$ cat config.mk
export PLATFORM = sky130hd
export DESIGN_NAME = mem_port_arbiter
export DESIGN_NICKNAME = d
export VERILOG_FILES = /design/src/rtl/mem_arb_pkg.sv /design/src/rtl/mem_port_arbiter_rr_picker.sv /design/src/rtl/mem_port_arbiter.sv
export SDC_FILE = /design/constraint.sdc
export NUM_CORES = 1
export LEC_CHECK = 0
export CORE_AREA = 2 2 137 139
export CTS_CLUSTER_SIZE = 12
export DETAILED_ROUTE_END_ITERATION = 8
export DIE_AREA = 0 0 139 141
export GPL_TIMING_DRIVEN = 0
export PLACE_DENSITY = 0.64
export SLEW_MARGIN = 20
export SYNTH_ARGS = -nofsm -noshare
export SYNTH_HDL_FRONTEND = slang
export SYNTH_SLANG_ARGS = --single-unit
$ cat constraint.sdc
create_clock -name clk -period 7.25 [get_ports clk]
set_clock_uncertainty 0.05 [all_clocks]
set_input_delay 1.8125 -clock clk [delete_from_list [all_inputs] [get_ports clk]]
set_output_delay 1.8125 -clock clk [all_outputs]
set_load 0.01 [all_outputs]
$ cat src/rtl/mem_arb_pkg.sv
// Shared definitions for the memory-port arbiter: FSM states, address mask
// and the round-robin winner selection.
package mem_arb_pkg;

    localparam int unsigned MAX_REQ = 4;
    localparam int unsigned PTR_W   = 2;

    // Word-aligned address within the 256 MB memory window.
    localparam logic [31:0] ADDR_ALIGN_MASK = 32'h0FFF_FFFC;

    typedef enum logic [1:0] {
        ST_IDLE   = 2'd0,
        ST_GRANT  = 2'd1,
        ST_LOCKED = 2'd2
    } arb_state_e;

    function automatic logic [MAX_REQ-1:0] next_rr(
        input logic [MAX_REQ-1:0] req,
        input logic [PTR_W-1:0]   ptr,
        input int unsigned        nreq,
        input logic               cpu_prio
    );
        logic [MAX_REQ-1:0] win;
        logic [PTR_W-1:0]   idx;
        win = '0;
        if (cpu_prio && req[0]) begin
            win[0] = 1'b1;
        end else begin
            for (int unsigned k = 0; k < MAX_REQ; k++) begin
                idx = PTR_W'((32'(ptr) + k) % nreq);
                if (k < nreq && win == '0 && req[idx]) begin
                    win[idx] = 1'b1;
                end
            end
        end
        return win;
    endfunction

endpackage

$ cat src/rtl/mem_port_arbiter_rr_picker.sv
// Combinational rotate-priority picker: one-hot winner from requests and the
// round-robin pointer, with optional fixed priority for requester 0.
module rr_picker
    import mem_arb_pkg::*;
#(
    parameter int unsigned NREQ     = 3,
    parameter int unsigned CPU_PRIO = 1
) (
    input  logic [NREQ-1:0]  req_i,
    input  logic [PTR_W-1:0] ptr_i,
    output logic [NREQ-1:0]  gnt_o
);

    logic [MAX_REQ-1:0] req_ext;

    always_comb begin
        req_ext            = '0;
        req_ext[NREQ-1:0]  = req_i;
        gnt_o              = NREQ'(next_rr(req_ext, ptr_i, NREQ, CPU_PRIO != 0));
    end

endmodule

$ cat src/rtl/mem_port_arbiter.sv
// Shares the single memory port between NREQ masters: round-robin grant,
// lock with timeout watchdog, and 1-cycle read return routed by a tag.
module mem_port_arbiter
    import mem_arb_pkg::*;
#(
    parameter int unsigned NREQ     = 3,
    parameter int unsigned MAX_LOCK = 16,
    parameter int unsigned CPU_PRIO = 1
) (
    input  logic                clk,
    input  logic                rst,
    input  logic                stall,
    input  logic [NREQ-1:0]     req,
    input  logic [NREQ-1:0]     lock,
    input  logic [4*NREQ-1:0]   we,
    input  logic [32*NREQ-1:0]  addr,
    input  logic [32*NREQ-1:0]  din,
    output logic [NREQ-1:0]     gnt,
    output logic [NREQ-1:0]     rvalid,
    output logic [31:0]         rdata,
    output logic [31:0]         mem_addr,
    output logic [3:0]          mem_we,
    output logic                mem_re,
    output logic [31:0]         mem_din,
    input  logic [31:0]         mem_dout,
    output logic                lock_err
);

    localparam int unsigned CNT_W = $clog2(MAX_LOCK + 1);

    arb_state_e       state_q, state_d;
    logic [PTR_W-1:0] ptr_q, ptr_d;
    logic [PTR_W-1:0] owner_q, owner_d;
    logic [CNT_W-1:0] cnt_q, cnt_d;
    logic             lock_err_q, lock_err_d;
    logic             tag_vld_q, tag_vld_d;
    logic [PTR_W-1:0] tag_id_q, tag_id_d;
    logic             dat_held_q, dat_held_d;
    logic [31:0]      rdata_q, rdata_d;

    logic [NREQ-1:0]  pick;
    logic [NREQ-1:0]  gnt_int;
    logic [PTR_W-1:0] win_idx;
    logic [3:0]       sel_we;
    logic [31:0]      sel_addr;
    logic [31:0]      sel_din;
    logic             accept;

    function automatic logic [PTR_W-1:0] ptr_inc(input logic [PTR_W-1:0] p);
        return (p == PTR_W'(NREQ - 1)) ? '0 : p + PTR_W'(1);
    endfunction

    rr_picker #(
        .NREQ     (NREQ),
        .CPU_PRIO (CPU_PRIO)
    ) u_picker (
        .req_i (req),
        .ptr_i (ptr_q),
        .gnt_o (pick)
    );

    always_comb begin
        if (!rst) begin
            gnt_int = '0;
        end else if (state_q == ST_LOCKED) begin
            gnt_int = NREQ'(1) << owner_q;
        end else begin
            gnt_int = pick;
        end
    end

    always_comb begin
        win_idx  = '0;
        sel_we   = '0;
        sel_addr = '0;
        sel_din  = '0;
        for (int unsigned i = 0; i < NREQ; i++) begin
            if (gnt_int[i]) begin
                win_idx  = PTR_W'(i);
                sel_we   = we[4*i +: 4];
                sel_addr = addr[32*i +: 32];
                sel_din  = din[32*i +: 32];
            end
        end
    end

    assign accept   = (|(req & gnt_int)) & ~stall;
    assign gnt      = gnt_int;
    assign mem_we   = accept ? sel_we : 4'b0000;
    assign mem_re   = accept & ~(|sel_we);
    assign mem_addr = sel_addr & ADDR_ALIGN_MASK;
    assign mem_din  = sel_din;
    assign lock_err = lock_err_q;

    always_comb begin
        state_d    = state_q;
        ptr_d      = ptr_q;
        owner_d    = owner_q;
        cnt_d      = cnt_q;
        lock_err_d = lock_err_q;
        if (!stall) begin
            case (state_q)
                ST_LOCKED: begin
                    cnt_d = cnt_q + CNT_W'(1);
                    if (!req[owner_q] || !lock[owner_q]) begin
                        state_d = (|req) ? ST_GRANT : ST_IDLE;
                        ptr_d   = ptr_inc(owner_q);
                    end else if (cnt_q == CNT_W'(MAX_LOCK - 1)) begin
                        state_d    = (|req) ? ST_GRANT : ST_IDLE;
                        ptr_d      = ptr_inc(owner_q);
                        lock_err_d = 1'b1;
                    end
                end
                default: begin
                    state_d = (|req) ? ST_GRANT : ST_IDLE;
                    if (accept) begin
                        if (|(lock & gnt_int)) begin
                            state_d = ST_LOCKED;
                            owner_d = win_idx;
                            cnt_d   = '0;
                        end else begin
                            ptr_d = ptr_inc(win_idx);
                        end
                    end
                end
            endcase
        end
    end

    // The memory drives read data only in the cycle after mem_re; if that
    // cycle is stalled the word is parked in rdata_q until the return fires.
    always_comb begin
        tag_vld_d  = tag_vld_q;
        tag_id_d   = tag_id_q;
        dat_held_d = dat_held_q;
        rdata_d    = rdata_q;
        if (tag_vld_q && !dat_held_q) begin
            rdata_d = mem_dout;
        end
        if (stall) begin
            if (tag_vld_q) begin
                dat_held_d = 1'b1;
            end
        end else begin
            tag_vld_d  = mem_re;
            tag_id_d   = win_idx;
            dat_held_d = 1'b0;
        end
    end

    assign rvalid = (tag_vld_q && !stall) ? (NREQ'(1) << tag_id_q) : '0;
    assign rdata  = (tag_vld_q && !dat_held_q) ? mem_dout : rdata_q;

    always_ff @(posedge clk or negedge rst) begin
        if (!rst) begin
            state_q    <= ST_IDLE;
            ptr_q      <= '0;
            owner_q    <= '0;
            cnt_q      <= '0;
            lock_err_q <= 1'b0;
            tag_vld_q  <= 1'b0;
            tag_id_q   <= '0;
            dat_held_q <= 1'b0;
            rdata_q    <= '0;
        end else begin
            state_q    <= state_d;
            ptr_q      <= ptr_d;
            owner_q    <= owner_d;
            cnt_q      <= cnt_d;
            lock_err_q <= lock_err_d;
            tag_vld_q  <= tag_vld_d;
            tag_id_q   <= tag_id_d;
            dat_held_q <= dat_held_d;
            rdata_q    <= rdata_d;
        end
    end

endmodule
==> results.cfg <==
[synthesis]
synth_ff_type = dfrtp_1
syn_inst = 404
synth_edf_count = 0
yosys-top-cells-area = dfrtp_1 32%, a222oi_1 16%, mux2_2 10%, inv_1 6.1%, buf_4 2.8%
synth_top_cell_area_share = 0.3167
yosysWarnings = 0
ys_top_cells_by_count = 62 x inv_1, 60 x a222oi_1, 48 x dfrtp_1, 34 x mux2_2, 19 x nand2_1
yosys.area.top_type = dfrtp_1
synth_cell_type_count = 66
synth-seq-cells = 48
synth_area_per_cell_um2 = 9.387
yosysMostFrequentCell = inv_1
ys_async_sr_fraction = 1.000
syn_area_um2 = 3792
synth_seq_area_share = 0.3167

[worst_setup_path]
critical_path_class = in -> out
critPathRequiredTime_ns = 5.39
cp-start-kind = primary input
arrival_ns = 5.03
r2r_cells = 11
endpoint_kind = output port
crit_fanout = 10
r2r_slack_ns = 4.24
r2r-end = owner_q[0]
r2r_start = ptr_q[0]

[sta]
slew_violations = 0
fmax_mhz = 145.0
finalCritPeriodShare = 0.9510
relSlewSlack = 0.5276
fin_ws_ns = 0.3552
period_minus_slack_ns = 6.895
setup_violations = 0
whs_ns = 0.4375
hold_viol = 0
rsz0062_at_grt = false
worst_pin_slew_ns = 0.7087

[power]
p_int_uw = 1551
power.leakage_uw = 0.003272
p_per_area_nw_per_um2 = 326.4
vdd_drop_max_mv = 0.2081
switching_share = 0.3744
netSwitchingPower_uw = 928.0
p_seq_frac = 0.171
clockPowerShare = 0.132
p_comb_frac = 0.697

[route]
ant_nets = 0
drt_iter0_markers = 376
wl_um = 18880
drc_errors = 0
routed_via_density = 4.796
dr.pass1.iters = 9
wire_per_inst_um = 19.31
num_vias = 4690

[floorplanning]
row_count = 50
die_height_um = 141
ios = 353
fp.dieArea_um2 = 19600
start_util = 0.2076
die_x_um = 139
fp.coreArea_um2 = 18270

[clocking]
cts_setup_buffers = 0
cts_tree = built
ctsHoldBuffers = 0
max-clock-path-buffers = 2
cts_num_sinks = 48
cts_buffers = 5
cts.root.buffer_cell = clkbuf_16
cts.clk_slew.worst_paths_ns = 0.07
clk_latency_ns = 0.28
htreeDepth = 2

[finish]
nFillCells = 1831
fin_area_um2 = 7594
final_cells = 978
layout-drive-gt1-share = 0.1237
fin_nets = 994
area_delta_synth_final_pct = 100.2
insertedDiodeCount = 0

[place]
place_hpwl_um = 15860
dpl_cell_area_um2 = 7375
numPlacedInstances = 970
port_buffers = 327
place_ws_ns = 0.06672
gp_congestion = 0.7981

[global_routing]
grt_antenna_before_repair = 0
overflow = 0
grt_pass1_vias = 4658
grt_max_degree = 57
grt_first_pass_wirelength_um = 27550
grt_use_total = 0.1813

[flow_run]
max-cap-violations = 0

[hold_path]
min-delay-start = dat_held_q
min_path_cells = 1
hold_end = dat_held_q
hp-class = reg -> reg

[status]
status = finished clean
## registers in the layout, summed over array words and instances (netlist names)
register,count
owner_q,2
state_q,2
tag_vld_q,1
ptr_q,2
cnt_q,5
lock_err,1
tag_id_q,2
rdata_q,32
dat_held_q,1
## metal layers
metal,share of wire,global-route usage
met1,0.38,0.2170
met2,0.52,0.3264
met3,0.077,0.04416
met4,0.023,0.04625
met5,0,0
## metrics by stage
step | utilization | power [uW] | setup TNS [ns]
floorplan | - | 1294 | 0
detailed placement | 0.4037 | 2166 | 0
CTS | 0.4155 | 2505 | 0
global route | 0.4157 | 2631 | 0
global placement | 0.4038 | 2150 | -65.52
finish | 0.4157 | 2479 | 0
## power groups by stage
stage	Clock, uW	Sequential, uW	Combinational (uW)
floorplan	0	416	877
global placement	0	424	1730
detailed placement	0	430	1740
CTS	338	425	1740
global route	349	437	1840
finish	328	424	1730
## cell type report
cell class,instances,area [um2],area share
flip-flops and latches,48,1201,0.1582
repair buffers,327,3271,0.4307
plain buffers,42,259.0,0.03411
well taps,234,292.8,0.03856
clock inverters,3,90.09,0.01186
clock buffers,5,125.1,0.01648
inverters,62,232.7,0.03065
multi-input cells,257,2122,0.2795
## worst max-delay path by stage
| stage | startpoint | end | slack (ns) | cells after the start |
|---|---|---|---|---|
| 2_1_floorplan | req[1] | mem_addr[10] | 1.76 | 11 |
| 3_3_place_gp | rst | mem_addr[25] | -1.24 | 8 |
| 3_5_place_dp | req[2] | mem_addr[25] | 0.07 | 12 |
| 4_1_cts | req[2] | mem_addr[25] | 0.07 | 12 |
| 5_1_grt | req[2] | mem_addr[8] | 0.09 | 12 |
| 6_report | req[0] | mem_we[1] | 0.36 | 13 |
## layout by cell type (no fill, tap or decap), types with 3 or more instances in the layout
cell type and instances:
o21bai_1 6, nand3b_1 3, buf_2 12, o21ai_0 10, a222oi_1 60, buf_4 15
clkbuf_1 6, nand2_1 19, inv_1 62, nand2b_1 7, clkdlybuf4s50_1 326, clkbuf_2 3
nor3_1 6, nor2_1 9, conb_1 6, nor2b_1 6, bufinv_16 3, a211oi_1 3
and2_1 4, buf_1 3, clkbuf_16 5, o2bb2ai_1 4, buf_6 4, nand3_1 6
and3_1 4, dfrtp_1 48, mux2i_1 5, a21oi_1 8, mux2_2 34, o21a_1 4
ha_1 6
## cell families (layout without fill, tap and decap cells)
kind of cell / count (synthesis) / count (layout) / share of synthesized area
other: 1 / 6 / 0.0009888
multiplexers: 41 / 41 / 0.1211
flip-flops: 48 / 48 / 0.3167
AND/OR/NAND/NOR: 83 / 83 / 0.1313
adder cells (fa/ha/maj): 6 / 6 / 0.01979
AO/OA/AOI/OAI: 121 / 121 / 0.2814
buffers and inverters: 104 / 439 / 0.1287
## worst max-delay path: stages
cell and delay, ns:
clkdlybuf4s50_1 0.51, buf_4 0.19, nor2_1 0.06, o21bai_1 0.25
a41oi_4 0.20, a31oi_2 0.32, nor2_4 0.10, nor3b_2 0.21
buf_6 0.17, buf_2 0.28, nand2_1 0.09, a21oi_1 0.25
clkdlybuf4s50_1 0.59
## what timing repair did
| item | 4_1_cts | 5_1_grt |
|---|---|---|
| endpoints found under the setup margin | 0 | 10 |
| gates resized for setup | 0 | 5 |
| endpoints found under the hold margin | 0 | 0 |
Note: power is estimated with default switching activity, not from simulation.
